==> src/rtl/ram_bist.sv <==
// March-free BIST for a single-port synchronous RAM: writes seed+i to every word, reads it back and counts mismatches.
// Optional macro RAM_BIST_INV_EN adds a second pass with the inverted pattern.
module ram_bist #(
    parameter int ADDR_W = 5,
    parameter int DATA_W = 32
) (
    input  logic              clk,
    input  logic              rst,
    input  logic              start,
    input  logic [DATA_W-1:0] seed,
    output logic              busy,
    output logic              done,
    output logic              pass,
    output logic [ADDR_W+1:0] err_cnt,
    output logic [ADDR_W-1:0] err_addr,
    output logic              mem_cen,
    output logic              mem_wen,
    output logic [ADDR_W-1:0] mem_addr,
    output logic [DATA_W-1:0] mem_din,
    input  logic [DATA_W-1:0] mem_dout
);

    localparam logic [ADDR_W-1:0] LAST    = '1;
    localparam logic [ADDR_W-1:0] ONE     = ADDR_W'(1);
    localparam logic [ADDR_W+1:0] CNT_MAX = '1;

`ifdef RAM_BIST_INV_EN
    typedef enum logic [2:0] {S_IDLE, S_WR, S_RD, S_DRAIN, S_WRI, S_RDI, S_DRAINI} state_t;
`else
    typedef enum logic [2:0] {S_IDLE, S_WR, S_RD, S_DRAIN} state_t;
`endif

    state_t              state_q, state_d;
    logic [DATA_W-1:0]   seed_q, seed_d;
    logic [ADDR_W-1:0]   addr_q, addr_d;
    logic                cen_q, cen_d, wen_q, wen_d;
    logic [DATA_W-1:0]   din_q, din_d;
    logic                busy_q, busy_d, done_q, done_d, pass_q, pass_d;
    logic                first_q, first_d;
    logic [ADDR_W+1:0]   err_cnt_q, err_cnt_d;
    logic [ADDR_W-1:0]   err_addr_q, err_addr_d;

    logic                cmp_en, cmp_inv, finish_run;
    logic [ADDR_W-1:0]   cmp_idx;

    function automatic logic [DATA_W-1:0] pattern(input logic [DATA_W-1:0] s,
                                                  input logic [ADDR_W-1:0] idx,
                                                  input logic inv);
        logic [DATA_W-1:0] p;
        p = s + DATA_W'(idx);
        return inv ? ~p : p;
    endfunction

    always_comb begin
        state_d    = state_q;
        seed_d     = seed_q;
        addr_d     = addr_q;
        cen_d      = 1'b0;
        wen_d      = 1'b0;
        din_d      = '0;
        busy_d     = 1'b1;
        done_d     = 1'b0;
        pass_d     = pass_q;
        first_d    = first_q;
        err_cnt_d  = err_cnt_q;
        err_addr_d = err_addr_q;
        cmp_en     = 1'b0;
        cmp_inv    = 1'b0;
        cmp_idx    = addr_q;
        finish_run = 1'b0;

        unique case (state_q)
            S_IDLE: begin
                busy_d = 1'b0;
                if (start) begin
                    state_d    = S_WR;
                    seed_d     = seed;
                    err_cnt_d  = '0;
                    err_addr_d = '0;
                    pass_d     = 1'b0;
                    first_d    = 1'b0;
                    busy_d     = 1'b1;
                    cen_d      = 1'b1;
                    wen_d      = 1'b1;
                    addr_d     = '0;
                    din_d      = pattern(seed, '0, 1'b0);
                end
            end
            S_WR: begin
                cen_d = 1'b1;
                if (addr_q == LAST) begin
                    state_d = S_RD;
                    addr_d  = '0;
                end else begin
                    wen_d  = 1'b1;
                    addr_d = addr_q + ONE;
                    din_d  = pattern(seed_q, addr_q + ONE, 1'b0);
                end
            end
            S_RD: begin
                // Read data lags the issued address by one cycle.
                cmp_en  = (addr_q != '0);
                cmp_idx = addr_q - ONE;
                if (addr_q == LAST) begin
                    state_d = S_DRAIN;
                end else begin
                    cen_d  = 1'b1;
                    addr_d = addr_q + ONE;
                end
            end
            S_DRAIN: begin
                cmp_en = 1'b1;
`ifdef RAM_BIST_INV_EN
                state_d = S_WRI;
                cen_d   = 1'b1;
                wen_d   = 1'b1;
                addr_d  = '0;
                din_d   = pattern(seed_q, '0, 1'b1);
`else
                finish_run = 1'b1;
`endif
            end
`ifdef RAM_BIST_INV_EN
            S_WRI: begin
                cen_d = 1'b1;
                if (addr_q == LAST) begin
                    state_d = S_RDI;
                    addr_d  = '0;
                end else begin
                    wen_d  = 1'b1;
                    addr_d = addr_q + ONE;
                    din_d  = pattern(seed_q, addr_q + ONE, 1'b1);
                end
            end
            S_RDI: begin
                cmp_en  = (addr_q != '0);
                cmp_inv = 1'b1;
                cmp_idx = addr_q - ONE;
                if (addr_q == LAST) begin
                    state_d = S_DRAINI;
                end else begin
                    cen_d  = 1'b1;
                    addr_d = addr_q + ONE;
                end
            end
            S_DRAINI: begin
                cmp_en     = 1'b1;
                cmp_inv    = 1'b1;
                finish_run = 1'b1;
            end
`endif
            default: begin
                state_d = S_IDLE;
                busy_d  = 1'b0;
            end
        endcase

        if (cmp_en && (mem_dout != pattern(seed_q, cmp_idx, cmp_inv))) begin
            if (err_cnt_q != CNT_MAX) err_cnt_d = err_cnt_q + 1'b1;
            if (!first_q) begin
                err_addr_d = cmp_idx;
                first_d    = 1'b1;
            end
        end

        // Pass is judged on the count that already includes the final compare.
        if (finish_run) begin
            state_d = S_IDLE;
            busy_d  = 1'b0;
            done_d  = 1'b1;
            addr_d  = '0;
            pass_d  = (err_cnt_d == '0);
        end
    end

    always_ff @(posedge clk) begin
        if (rst) begin
            state_q    <= S_IDLE;
            seed_q     <= '0;
            addr_q     <= '0;
            cen_q      <= 1'b0;
            wen_q      <= 1'b0;
            din_q      <= '0;
            busy_q     <= 1'b0;
            done_q     <= 1'b0;
            pass_q     <= 1'b0;
            first_q    <= 1'b0;
            err_cnt_q  <= '0;
            err_addr_q <= '0;
        end else begin
            state_q    <= state_d;
            seed_q     <= seed_d;
            addr_q     <= addr_d;
            cen_q      <= cen_d;
            wen_q      <= wen_d;
            din_q      <= din_d;
            busy_q     <= busy_d;
            done_q     <= done_d;
            pass_q     <= pass_d;
            first_q    <= first_d;
            err_cnt_q  <= err_cnt_d;
            err_addr_q <= err_addr_d;
        end
    end

    assign busy     = busy_q;
    assign done     = done_q;
    assign pass     = pass_q;
    assign err_cnt  = err_cnt_q;
    assign err_addr = err_addr_q;
    assign mem_cen  = cen_q;
    assign mem_wen  = wen_q;
    assign mem_addr = addr_q;
    assign mem_din  = din_q;

endmodule

==> config.mk <==
export PLATFORM = sky130hd
export DESIGN_NAME = ram_bist
export DESIGN_NICKNAME = d
export VERILOG_FILES = /design/src/rtl/ram_bist.sv
export SDC_FILE = /design/constraint.sdc
export NUM_CORES = 1
export LEC_CHECK = 0
export ABC_CLOCK_PERIOD_IN_PS = 9700
export BUFFER_PORTS_ARGS = -buffer_cell sky130_fd_sc_hd__buf_2
export CAP_MARGIN = 20
export CORE_MARGIN = 1
export CORE_UTILIZATION = 59
export DETAILED_ROUTE_END_ITERATION = 7
export PLACE_DENSITY = 0.86
export SLEW_MARGIN = 20
export SYNTH_ARGS = -nofsm -noshare
export SYNTH_HDL_FRONTEND = slang
export SYNTH_SLANG_ARGS = --single-unit
==> constraint.sdc <==
create_clock -name clk -period 9.7 [get_ports clk]
set_input_delay 0.485 -clock clk [delete_from_list [all_inputs] [get_ports clk]]
set_output_delay 0.485 -clock clk [all_outputs]
set_load 0.05 [all_outputs]
=== After elaboration in Yosys (flattened, before gate mapping) ===
Index checks and enable logic that the tools add are counted.

* Word-level logic and storage cells: 76
* Bits in latches: 0
* Memories: 0
* Flip-flop bits (word level): 90
* Input port bits: 67
* Memory bits (read-only): 0
* RAM bits: 0
* Output and inout port bits: 54

* $add $sub $neg: 5
* Div/mod/pow operators: 0
* Eq/ne operators: 10
* Shift-type cells: 0
* Multipliers: 0
* Order comparisons: 0
* Reduce and logical (&&, ||, !) cells: 13
* Multiplexer cells: 35
* Bitwise gates (word level): 1

{| class="wikitable"
|+ Operator list
! cell !! count
|-
| $add 32x5->32 || 2
|-
| $mux 32 || 2
|-
| $pmux 32 s2 || 1
|-
| $mux 5 || 8
|-
| $ne 32x32->1 || 1
|-
| $mux 7 || 4
|-
| $pmux 5 s3 || 1
|-
| $pmux 3 s4 || 1
|-
| $mux 1 || 11
|-
| $mux 3 || 3
|-
| $ne 2x2->1 const B || 4
|-
| $add 7x1->7 const B || 1
|-
| $logic_not 7->1 || 1
|-
| $ne 7x7->1 const B || 1
|-
| $eq 3x2->1 const B || 2
|-
| $pmux 1 s2 || 3
|-
| $add 5x1->5 const B || 1
|-
| $eq 5x5->1 const B || 1
|-
| $reduce_bool 5->1 || 1
|-
| $sub 5x1->5 const B || 1
|-
| $reduce_and 2->1 || 2
|-
| $reduce_and 4->1 || 1
|-
| $reduce_bool 2->1 || 2
|-
| $eq 3x1->1 const B || 1
|-
| 8 further kinds || 8
|}

=== Longest topological paths before layout ===
Gate-level depths: netlist (run 1).

* Depth after elaboration: 8
* Mapped depth: 17
* Gate-level depth less buffers: 16

=== Worst setup path before layout (run 1) ===
Ideal clock, no wire load.

* Path kind: reg2reg
* Start: reg addr_q[0] (netlist: mem_addr[0])
* End: reg pass_q (netlist: pass)
* Buffers on the path: 0
* Arrival time: 4.055 ns
* Period minus slack after synthesis: 4.171 ns
* Setup time: 0.116 ns
* Stages on the path, launching flop included: 15
* Required time: 9.584 ns
* Slack: 5.529 ns
* Cells stage by stage: dfxtp_1 inv_1 ha_1 a21oi_1 inv_1 fa_1 nand3b_1 a211o_1 a2111o_1 mux2i_1 nand4_1 nor4_4 a21o_4 mux2_2 o211a_1

* Word-level cells in the longest chain between the ends: 8
* Elaborated cells between the ends (all ways): 10
* Classes of those cells: add/sub (2); eq/ne (1); mux (4); reduce/logical (3)

{| class="wikitable"
|+ Ends and longest elaborated chain
! item !! line !! RTL
|-
| start, declared || 35 || <nowiki>logic [ADDR_W-1:0] addr_q, addr_d;</nowiki>
|-
| start signal, assigned || 193 || <nowiki>addr_q <= addr_d;</nowiki>
|-
| $sub 5x1->5 || 103 || <nowiki>cmp_idx = addr_q - ONE;</nowiki>
|-
| $mux 5 || 72 || <nowiki>unique case (state_q)</nowiki>
|-
| $add 32x5->32 || 50 || <nowiki>p = s + DATA_W'(idx);</nowiki>
|-
| $ne 32x32->1 || 158 || <nowiki>if (cmp_en && (mem_dout != pattern(seed_q, cmp_idx, cmp_inv))) begin</nowiki>
|-
| $logic_and 1x1->1 * || 158 ||
|-
| $mux 7 * || 158 ||
|-
| $logic_not 7->1 * || 172 || <nowiki>pass_d = (err_cnt_d == '0);</nowiki>
|-
| $mux 1 * || 167 || <nowiki>if (finish_run) begin</nowiki>
|-
| end signal, assigned || 199 || <nowiki>pass_q <= pass_d;</nowiki>
|-
| end, declared || 38 || <nowiki>logic busy_q, busy_d, done_q, done_d, pass_q, pass_d;</nowiki>
|}

Mark *: on every way between the ends. The rest lies on a longest branch, timed or not.
A chain may end at the register's enable or synchronous reset.

=== Worst setup path in the final report (run 1) ===
* Start: reg state_q[0]
* End: reg pass_q (netlist: pass)

* Word-level cells in the longest chain between the ends: 8
* Elaborated cells between the ends (all ways): 17
* Classes of those cells: add/sub (1); eq/ne (3); mux (7); reduce/logical (6)

{| class="wikitable"
|+ Ends and longest elaborated chain
! item !! line !! RTL
|-
| start, declared || 33 || <nowiki>state_t state_q, state_d;</nowiki>
|-
| start signal, assigned || 191 || <nowiki>state_q <= state_d;</nowiki>
|-
| $eq 3x2->1 || 72 ||
|-
| $mux 5 || 72 ||
|-
| $add 32x5->32 || 50 ||
|-
| $ne 32x32->1 || 158 ||
|-
| $logic_and 1x1->1 || 158 ||
|-
| $mux 7 || 158 ||
|-
| $logic_not 7->1 || 172 ||
|-
| $mux 1 || 167 ||
|}

Several ways; a longest one is shown, not always the timed one.

==> results of run 1 <==
==> cell families after synthesis <==
logic type               after synthesis  share of synthesized area
AND/OR/NAND/NOR                      276                     0.2458
AO/OA/AOI/OAI                        171                     0.1870
flip-flops                            89                     0.3220
XOR/XNOR                              76                     0.1230
buffers and inverters                 71                    0.05405
adder cells (fa/ha/maj)               24                    0.05699
multiplexers                           6                    0.01108
==> flip-flops by register name (all words and copies together) (netlist names) <==
name / flops
busy: 1
done: 1
err_addr: 5
err_cnt: 7
first_q: 1
mem_addr: 5
mem_cen: 1
mem_din: 32
mem_wen: 1
pass: 1
seed_q: 32
state_q: 2
==> Yosys cell counts, drive strengths merged, types with 4 or more instances <==
master,n,area (um2)
buf,29,141.4
or2,5,31.28
inv,19,71.32
nor2b,8,50.05
or4,4,37.53
ha,22,275.3
dfxtp,89,1782
o21a,4,30.03
and2,4,25.02
xor2,34,297.8
nand2b,5,31.28
xnor2,41,359.1
clkbuf,23,86.33
o22ai,4,25.02
nor4,6,52.55
nand4,23,143.9
a31oi,6,37.54
o211a,4,40.04
and3,6,37.54
nand2,119,446.7
mux2i,5,50.05
nor3,14,75.07
a211oi,5,37.54
o211ai,16,120.1
o21ai,17,85.08
nand3,28,145.1
a21o,5,45.04
nor2,35,131.4
or3,6,37.54
a21oi,92,460.4
==> worst paths after layout <==
| check | cells past startpoint | slack [ns] | start | to |
|---|---|---|---|---|
| worst max-delay path | 15 | 5.08 | state_q[0] | pass |
| worst min-delay path | 3 | 0.36 | seed[0] | seed_q[0] |
| worst max register to register | 15 | 5.08 | state_q[0] | pass |
| worst min register to register | 2 | 0.50 | seed_q[4] | seed_q[4] |
==> layer usage <==
metal / global-route usage / vias up / wire [um]
met4: 0.1010 / 0 / 303
met5: 0 / - / 0
met3: 0.04681 / 33 / 1080
li1: - / 2664 / -
met1: 0.4010 / 2537 / 6587
met2: 0.5492 / 252 / 7235
==> through the flow <==
stage	utilization	hold slack, ns	std cells	cell area, um2	setup WS, ns
finish	0.7053	0.3594	909	6271	5.077
detailed placement	0.6832	0.4874	893	6075	5.173
CTS	0.7053	0.3565	909	6271	5.155
global placement	0.6832	0.4716	893	6075	5.370
floorplan	-	0.4573	713	5533	5.529
global route	0.7053	0.3707	909	6271	4.594
==> worst max-delay path, cell delays in order, from the launching register on <==
cell and delay (ns):
dfxtp_1 0.37, inv_1 0.12, ha_1 0.43, nand2_1 0.15
nor3_1 0.20, xor2_1 0.29, ha_1 0.31, o211ai_1 0.18
nor3_1 0.53, nand4_1 0.21, or4_1 0.54, nand2_1 0.08
and4bb_2 0.30, a21o_4 0.23, mux2_2 0.36, o211a_1 0.20
==> final cells by class <==
type	instances	area share
Multi-Input combinational cell	553	0.5511
Sequential cell	89	0.2841
Timing Repair Buffer	124	0.1006
Tap cell	108	0.02155
Clock buffer	9	0.01975
Clock inverter	7	0.01157
Inverter	19	0.01137
==> power groups by stage <==
| stage | combinational [mW] | sequential, mW | clock (mW) |
|---|---|---|---|
| 3_5_place_dp | 0.596 | 0.503 | 0 |
| 5_1_grt | 0.657 | 0.506 | 0.274 |
| 2_1_floorplan | 0.377 | 0.579 | 0 |
| 3_3_place_gp | 0.585 | 0.500 | 0 |
| 6_report | 0.604 | 0.497 | 0.256 |
| 4_1_cts | 0.601 | 0.495 | 0.257 |
==> flow_summary.json, run 1 <==
{
  "status": "completed",
  "port_buffers": 120,
  "cts.path.max_buffers": 2,
  "diodes": 0,
  "p_int_uw": 717.2,
  "grt.overflow.total": 0,
  "grt_max_degree": 52,
  "maxCapViolCount": 0,
  "critical_path.startpoint_type": "flip-flop",
  "fp-row-count": 34,
  "synthDistinctLibCells": 63,
  "finalSetupTns_ns": 0,
  "synthCells": 713,
  "antenna_found_initial": 0,
  "initial_utilization": 0.6223,
  "viasPerCell": 6.035,
  "slew_viol_final": 0,
  "die_w_um": 98.84,
  "die-area_um2": 9769,
  "dr.pass1.iters": 5,
  "wl_um": 15210,
  "arrival_ns": 4.90,
  "required_ns": 9.98,
  "post_drt_wl_per_cell_um": 16.73,
  "syn_avg_cell_area_um2": 7.760,
  "cts-buffers-inserted": 9,
  "clkPwrFrac": 0.189,
  "core_area_um2": 8891,
  "clock_latency_ns": 0.37,
  "mostFrequentLayoutCell": "buf_2",
  "period_share": 0.4766,
  "final_hold_viol_count": 0,
  "ys_seq_area_frac": 0.3220,
  "synth-async-reset-ratio": 0,
  "final_cell_mix": "buf_2 (120), nand2_1 (119), a21oi_1 (92)",
  "p_comb_frac": 0.445,
  "fin_crit_ns": 4.623,
  "cts_tree": "built",
  "worst_pin_slew_ns": 1.018,
  "post_cts_resized": 0,
  "worst_hold_path_type": "in2reg",
  "slew-limit-headroom": 0.3214,
  "clkTransAtPathRegs_ns": 0.11,
  "hpwl_um": 11050,
  "routed-via-count": 5486,
  "drive_gt1_frac": 0.1935,
  "power.switching_uw": 639.0,
  "grt_first_pass_wirelength_um": 24820,
  "area_growth_pct": 13.34,
  "cp_max_fo": 15,
  "leakagePower_nw": 2.669,
  "multi_input_area_um2": 3456,
  "drc": 0,
  "ys.warnings.count": 0,
  "synth_edf_count": 0,
  "end_kind": "flip-flop",
  "power.density_nw_per_um2": 216.3,
  "drtAntennaViolNets": 0,
  "finalClockSkew_ns": 0.01331,
  "critPathKind": "reg2reg",
  "cts_hold_buf": 0,
  "fillers": 760,
  "power_mw": 1.356,
  "dr.first_iter.drc_count": 357,
  "setup_violations": 0,
  "grtUsageTotal": 0.3157,
  "clkSinkCount": 89,
  "synth-seq-cells": 89,
  "pwr-share-seq": 0.366,
  "ir_drop_v": 0.0001859,
  "die_h_um": 98.84,
  "max_freq_mhz": 216.3,
  "io_pins": 121,
  "seq_area_um2": 1782,
  "postCtsSetupRepairBufs": 0,
  "synth_top_flop_cell": "dfxtp_1",
  "fin_nets": 887,
  "netlist_area_um2": 5533,
  "swShare": 0.4712,
  "grt_pass1_vias": 5188,
  "ctsHtreeMaxLevel": 3,
  "routabilityCongestion": 0.9205,
  "ctsRootBufferMaster": "clkbuf_8",
  "rsz0062_at_grt": "false",
  "syn_nets": 804
}
No activity file was read; power rests on OpenSTA's default activity.
==> run 2: changes to the inputs <==
Settings changed: ABC_CLOCK_PERIOD_IN_PS 9700 to 4520, CORE_UTILIZATION 59 to 55, PLACE_DENSITY 0.86 to 0.81.
Clock period 9.7 ns to 4.52 ns, I/O delays scaled along.
==> flow_summary.json, run 2 (synthesis gave the netlist of run 1 again) <==
{
  "status": "completed",
  "grt.overflow.total": 0,
  "antenna_found_initial": 0,
  "setup_violations": 0,
  "critical_path.startpoint_type": "flip-flop",
  "clkSinkCount": 89,
  "grt_pass1_vias": 5129,
  "power.density_nw_per_um2": 469.5,
  "fin_nets": 896,
  "dr.pass1.iters": 5,
  "required_ns": 4.78,
  "arrival_ns": 4.62,
  "power_mw": 3.021,
  "clkTransAtPathRegs_ns": 0.09,
  "dr.first_iter.drc_count": 374,
  "cts.path.max_buffers": 2,
  "diodes": 0,
  "fp-row-count": 36,
  "maxCapViolCount": 0,
  "port_buffers": 120,
  "mostFrequentLayoutCell": "buf_2",
  "end_kind": "flip-flop",
  "finalClockSkew_ns": 0.01121,
  "die_h_um": 102.3,
  "core_area_um2": 9774,
  "drive_gt1_frac": 0.2074,
  "ctsRootBufferMaster": "clkbuf_8",
  "leakagePower_nw": 2.725,
  "slew_viol_final": 0,
  "die-area_um2": 10460,
  "post_drt_wl_per_cell_um": 16.35,
  "worst_pin_slew_ns": 0.9995,
  "placed_cells": 921,
  "area_growth_pct": 16.30,
  "grtUsageTotal": 0.2987,
  "routabilityCongestion": 0.8929,
  "critPathKind": "reg2reg",
  "clock_latency_ns": 0.36,
  "drc": 0,
  "grt_max_degree": 52,
  "hpwl_um": 11010,
  "cts_hold_buf": 0,
  "cp_max_fo": 7,
  "period_share": 0.9631,
  "viasPerCell": 5.903,
  "slew-limit-headroom": 0.3337,
  "die_w_um": 102.3,
  "final_cell_mix": "buf_2 (120), nand2_1 (119), a21oi_1 (91)",
  "fin_cells": 943,
  "fin_crit_ns": 4.353,
  "max_freq_mhz": 229.7,
  "cts_tree": "built",
  "io_pins": 121,
  "cts-buffers-inserted": 9,
  "drtAntennaViolNets": 0,
  "worst_hold_path_type": "in2reg",
  "initial_utilization": 0.5661,
  "final_hold_viol_count": 0,
  "grt_first_pass_wirelength_um": 24410,
  "ctsHtreeMaxLevel": 3,
  "routed-via-count": 5567,
  "fillers": 873,
  "fin_util": 0.6583,
  "wl_um": 15420,
  "ir_drop_v": 0.0003934
}
[run 2: repair_timing]
item / in CTS / in global routing
setup endpoints to repair: 1 / 1
pin swaps: 0 / 2
resized for setup: 1 / 5
cloned: 0 / 0
setup buffers: 0 / 6
[run 2: layout make-up]
| type | count | area, um2 | area share |
|---|---|---|---|
| multi-input combinational | 553 | 3486 | 0.5417 |
| clock inverter | 4 | 75.07 | 0.01167 |
| tap | 133 | 166.4 | 0.02586 |
| sequential | 89 | 1783 | 0.2771 |
| inverter | 19 | 71.32 | 0.01108 |
| clock buffer | 12 | 155.1 | 0.02411 |
| timing repair buffer | 133 | 698.2 | 0.1085 |
[run 2: power by group]
group	total (mW)	internal [mW]	switching, mW
clock network	0.627	0.342	0.285
registers	1.07	0.918	0.151
logic	1.33	0.423	0.903
[run 2: worst paths after layout]
kind,from,to,slack [ns],depth (start not counted)
worst min register to register,seed_q[4],seed_q[4],0.49,2
worst min-delay path,seed[4],seed_q[4],0.12,3
worst max-delay path,mem_addr[0],pass,0.17,14
worst max register to register,mem_addr[0],pass,0.17,14
[run 2: through the flow]
stage               setup WS (ns)  hold slack, ns  cell area [um2]  setup TNS, ns
floorplan                  0.3485          0.3051             5533              0
global placement           0.2575          0.4788             6128              0
detailed placement        0.06500          0.4850             6128              0
CTS                        0.1188          0.1088             6361              0
global route           -0.0005453          0.1180             6435     -0.0005453
finish                     0.1667          0.1199             6435              0
[run 2: worst max-delay path, stage by stage, from the launching register on]
cell and delay (ns):
dfxtp_1 0.45, inv_1 0.13, ha_1 0.38, a21oi_2 0.26, inv_1 0.10, fa_1 0.44
nand3b_1 0.28, a211o_4 0.41, a2111o_1 0.37, mux2i_1 0.13, nand4_1 0.16, nor4_4 0.38
a21o_4 0.21, mux2_2 0.34, o211a_1 0.21
[run 2: metal layers]
layer | vias to the layer above | part of all wire | global-route usage
li1 | 2667 | - | -
met5 | - | 0 | 0
met1 | 2593 | 0.42 | 0.3912
met4 | 0 | 0.022 | 0.1143
met3 | 34 | 0.084 | 0.05062
met2 | 273 | 0.47 | 0.4915
==> run 3: changes to the inputs <==
Settings changed: BUFFER_PORTS_ARGS -buffer_cell sky130_fd_sc_hd__buf_2 to -buffer_cell sky130_fd_sc_hd__clkbuf_2.
==> flow_summary.json, run 3 (synthesis gave the netlist of run 1 again) <==
{
  "status": "completed",
  "grt.overflow.total": 0,
  "cpMostUsedCell": "inv_1",
  "met1_length_um": 6857,
  "ctsHtreeMaxLevel": 3,
  "setup_violations": 0,
  "maxCapViolCount": 0,
  "cp_max_fo": 7,
  "fin_cells": 945,
  "grtUsageTotal": 0.2968,
  "hpwl_um": 11060,
  "slew-limit-headroom": 0.2717,
  "wl_um": 15060,
  "routabilityCongestion": 0.9261,
  "highest_layer": "met4",
  "drtAntennaViolNets": 0,
  "cts-buffers-inserted": 9,
  "placed_cells": 924,
  "leakagePower_nw": 2.692,
  "finalClockSkew_ns": 0.01346,
  "grt_pass1_vias": 5011,
  "io_pins": 121,
  "initial_utilization": 0.5661,
  "rsz0062_at_grt": "false",
  "diodes": 0,
  "critical_path.startpoint_type": "flip-flop",
  "fin_area_um2": 6389,
  "path_delay_family": "compound AO/OA/AOI/OAI gates",
  "viasPerCell": 5.792,
  "crit_path_cell_trace": "inv_1, ha_1, a21oi_1, inv_1, fa_1, nand3b_1, a211o_4, a2111o_1, mux2i_1, nand4_1, nor4_4, a21o_4, mux2_2, o211a_1",
  "cts_tree": "built",
  "die_w_um": 102.3,
  "crit_buf_inv": 2,
  "clock_latency_ns": 0.38,
  "die-area_um2": 10460,
  "area_growth_pct": 15.47,
  "port_buffers": 120,
  "finalSetupTns_ns": 0,
  "fin_nets": 898,
  "power_mw": 2.894,
  "max_freq_mhz": 237.9,
  "grt_max_degree": 52,
  "slew_viol_final": 0,
  "cpPeakStageDelay_ns": 0.46,
  "wl_met2_um": 7189,
  "arrival_ns": 4.49,
  "wl_met3_um": 748,
  "power.density_nw_per_um2": 453.0,
  "drc": 0,
  "required_ns": 4.80,
  "final_hold_viol_count": 0,
  "ctsRootBufferMaster": "clkbuf_8",
  "grt_first_pass_wirelength_um": 24230,
  "ir_drop_v": 0.0003153,
  "cts.path.max_buffers": 2,
  "fp-row-count": 36,
  "dr.pass1.iters": 5,
  "antenna_found_initial": 0,
  "worst_pin_slew_ns": 1.093,
  "final_cell_mix": "clkbuf_2 (120), nand2_1 (119), a21oi_1 (92)",
  "drive_gt1_frac": 0.2094,
  "mostFrequentLayoutCell": "clkbuf_2",
  "post_drt_wl_per_cell_um": 15.93,
  "fillers": 846,
  "dr.first_iter.drc_count": 230,
  "die_h_um": 102.3,
  "period_share": 0.9301,
  "clkSinkCount": 89,
  "worst_hold_path_type": "in2reg",
  "critPathKind": "reg2reg",
  "cts_hold_buf": 0,
  "fin_crit_ns": 4.204,
  "end_kind": "flip-flop",
  "slowest_stage": "dfxtp_1",
  "routed-via-count": 5473,
  "clkTransAtPathRegs_ns": 0.09,
  "core_area_um2": 9774,
  "place_area_um2": 6151
}
## run 3: path summary, 6_finish.rpt
check | start | endpoint | slack (ns) | depth (start not counted)
worst max-delay path | mem_addr[1] | pass | 0.32 | 14
worst min-delay path | seed[4] | seed_q[4] | 0.08 | 3
worst max register to register | mem_addr[1] | pass | 0.32 | 14
worst min register to register | seed_q[31] | seed_q[31] | 0.50 | 2
## run 3: final cells by class
class	instances	area, um2	share of cell area
Sequential cell	89	1784	0.2793
Clock buffer	11	141.4	0.02213
Clock inverter	5	40.04	0.006267
Timing Repair Buffer	135	713.2	0.1116
Inverter	19	71.32	0.01116
Tap cell	133	166.4	0.02605
Multi-Input combinational cell	553	3472	0.5435
## run 3: layer usage
layer | vias up | global-route usage
li1 | 2673 | -
met1 | 2602 | 0.3941
met2 | 178 | 0.4930
met3 | 20 | 0.03625
met4 | 0 | 0.1121
met5 | - | 0
## run 3: through the flow
| stage | util | setup slack (ns) | hold slack, ns |
|---|---|---|---|
| 6_report | 0.6536 | 0.3160 | 0.08198 |
| 5_1_grt | 0.6536 | 0.04398 | 0.09915 |
| 4_1_cts | 0.6478 | 0.1717 | 0.07295 |
| 3_5_place_dp | 0.6293 | 0.1885 | 0.4820 |
| 3_3_place_gp | 0.6293 | 0.3886 | 0.4746 |
| 2_1_floorplan | - | 0.3485 | 0.3051 |
## run 3: what timing repair did
action                                  in CTS  in global routing
endpoints found under the hold margin        0                  0
endpoints found under the setup margin       0                  1
resized for setup                            0                  5
setup buffers                                0                  5
## run 3: report_power, final
part / switching, mW / internal (mW)
logic: 0.888 / 0.419
registers: 0.151 / 0.919
clock network: 0.299 / 0.219
## run 3: worst reg2reg max path: cells and delay by family (launching register included)
kind            cells  cell delay, ns
mux                 2            0.47
compound gates      5            1.45
buf+inv             2            0.18
simple gates        3            0.79
fa+ha+maj           2            0.79
flops               1            0.46
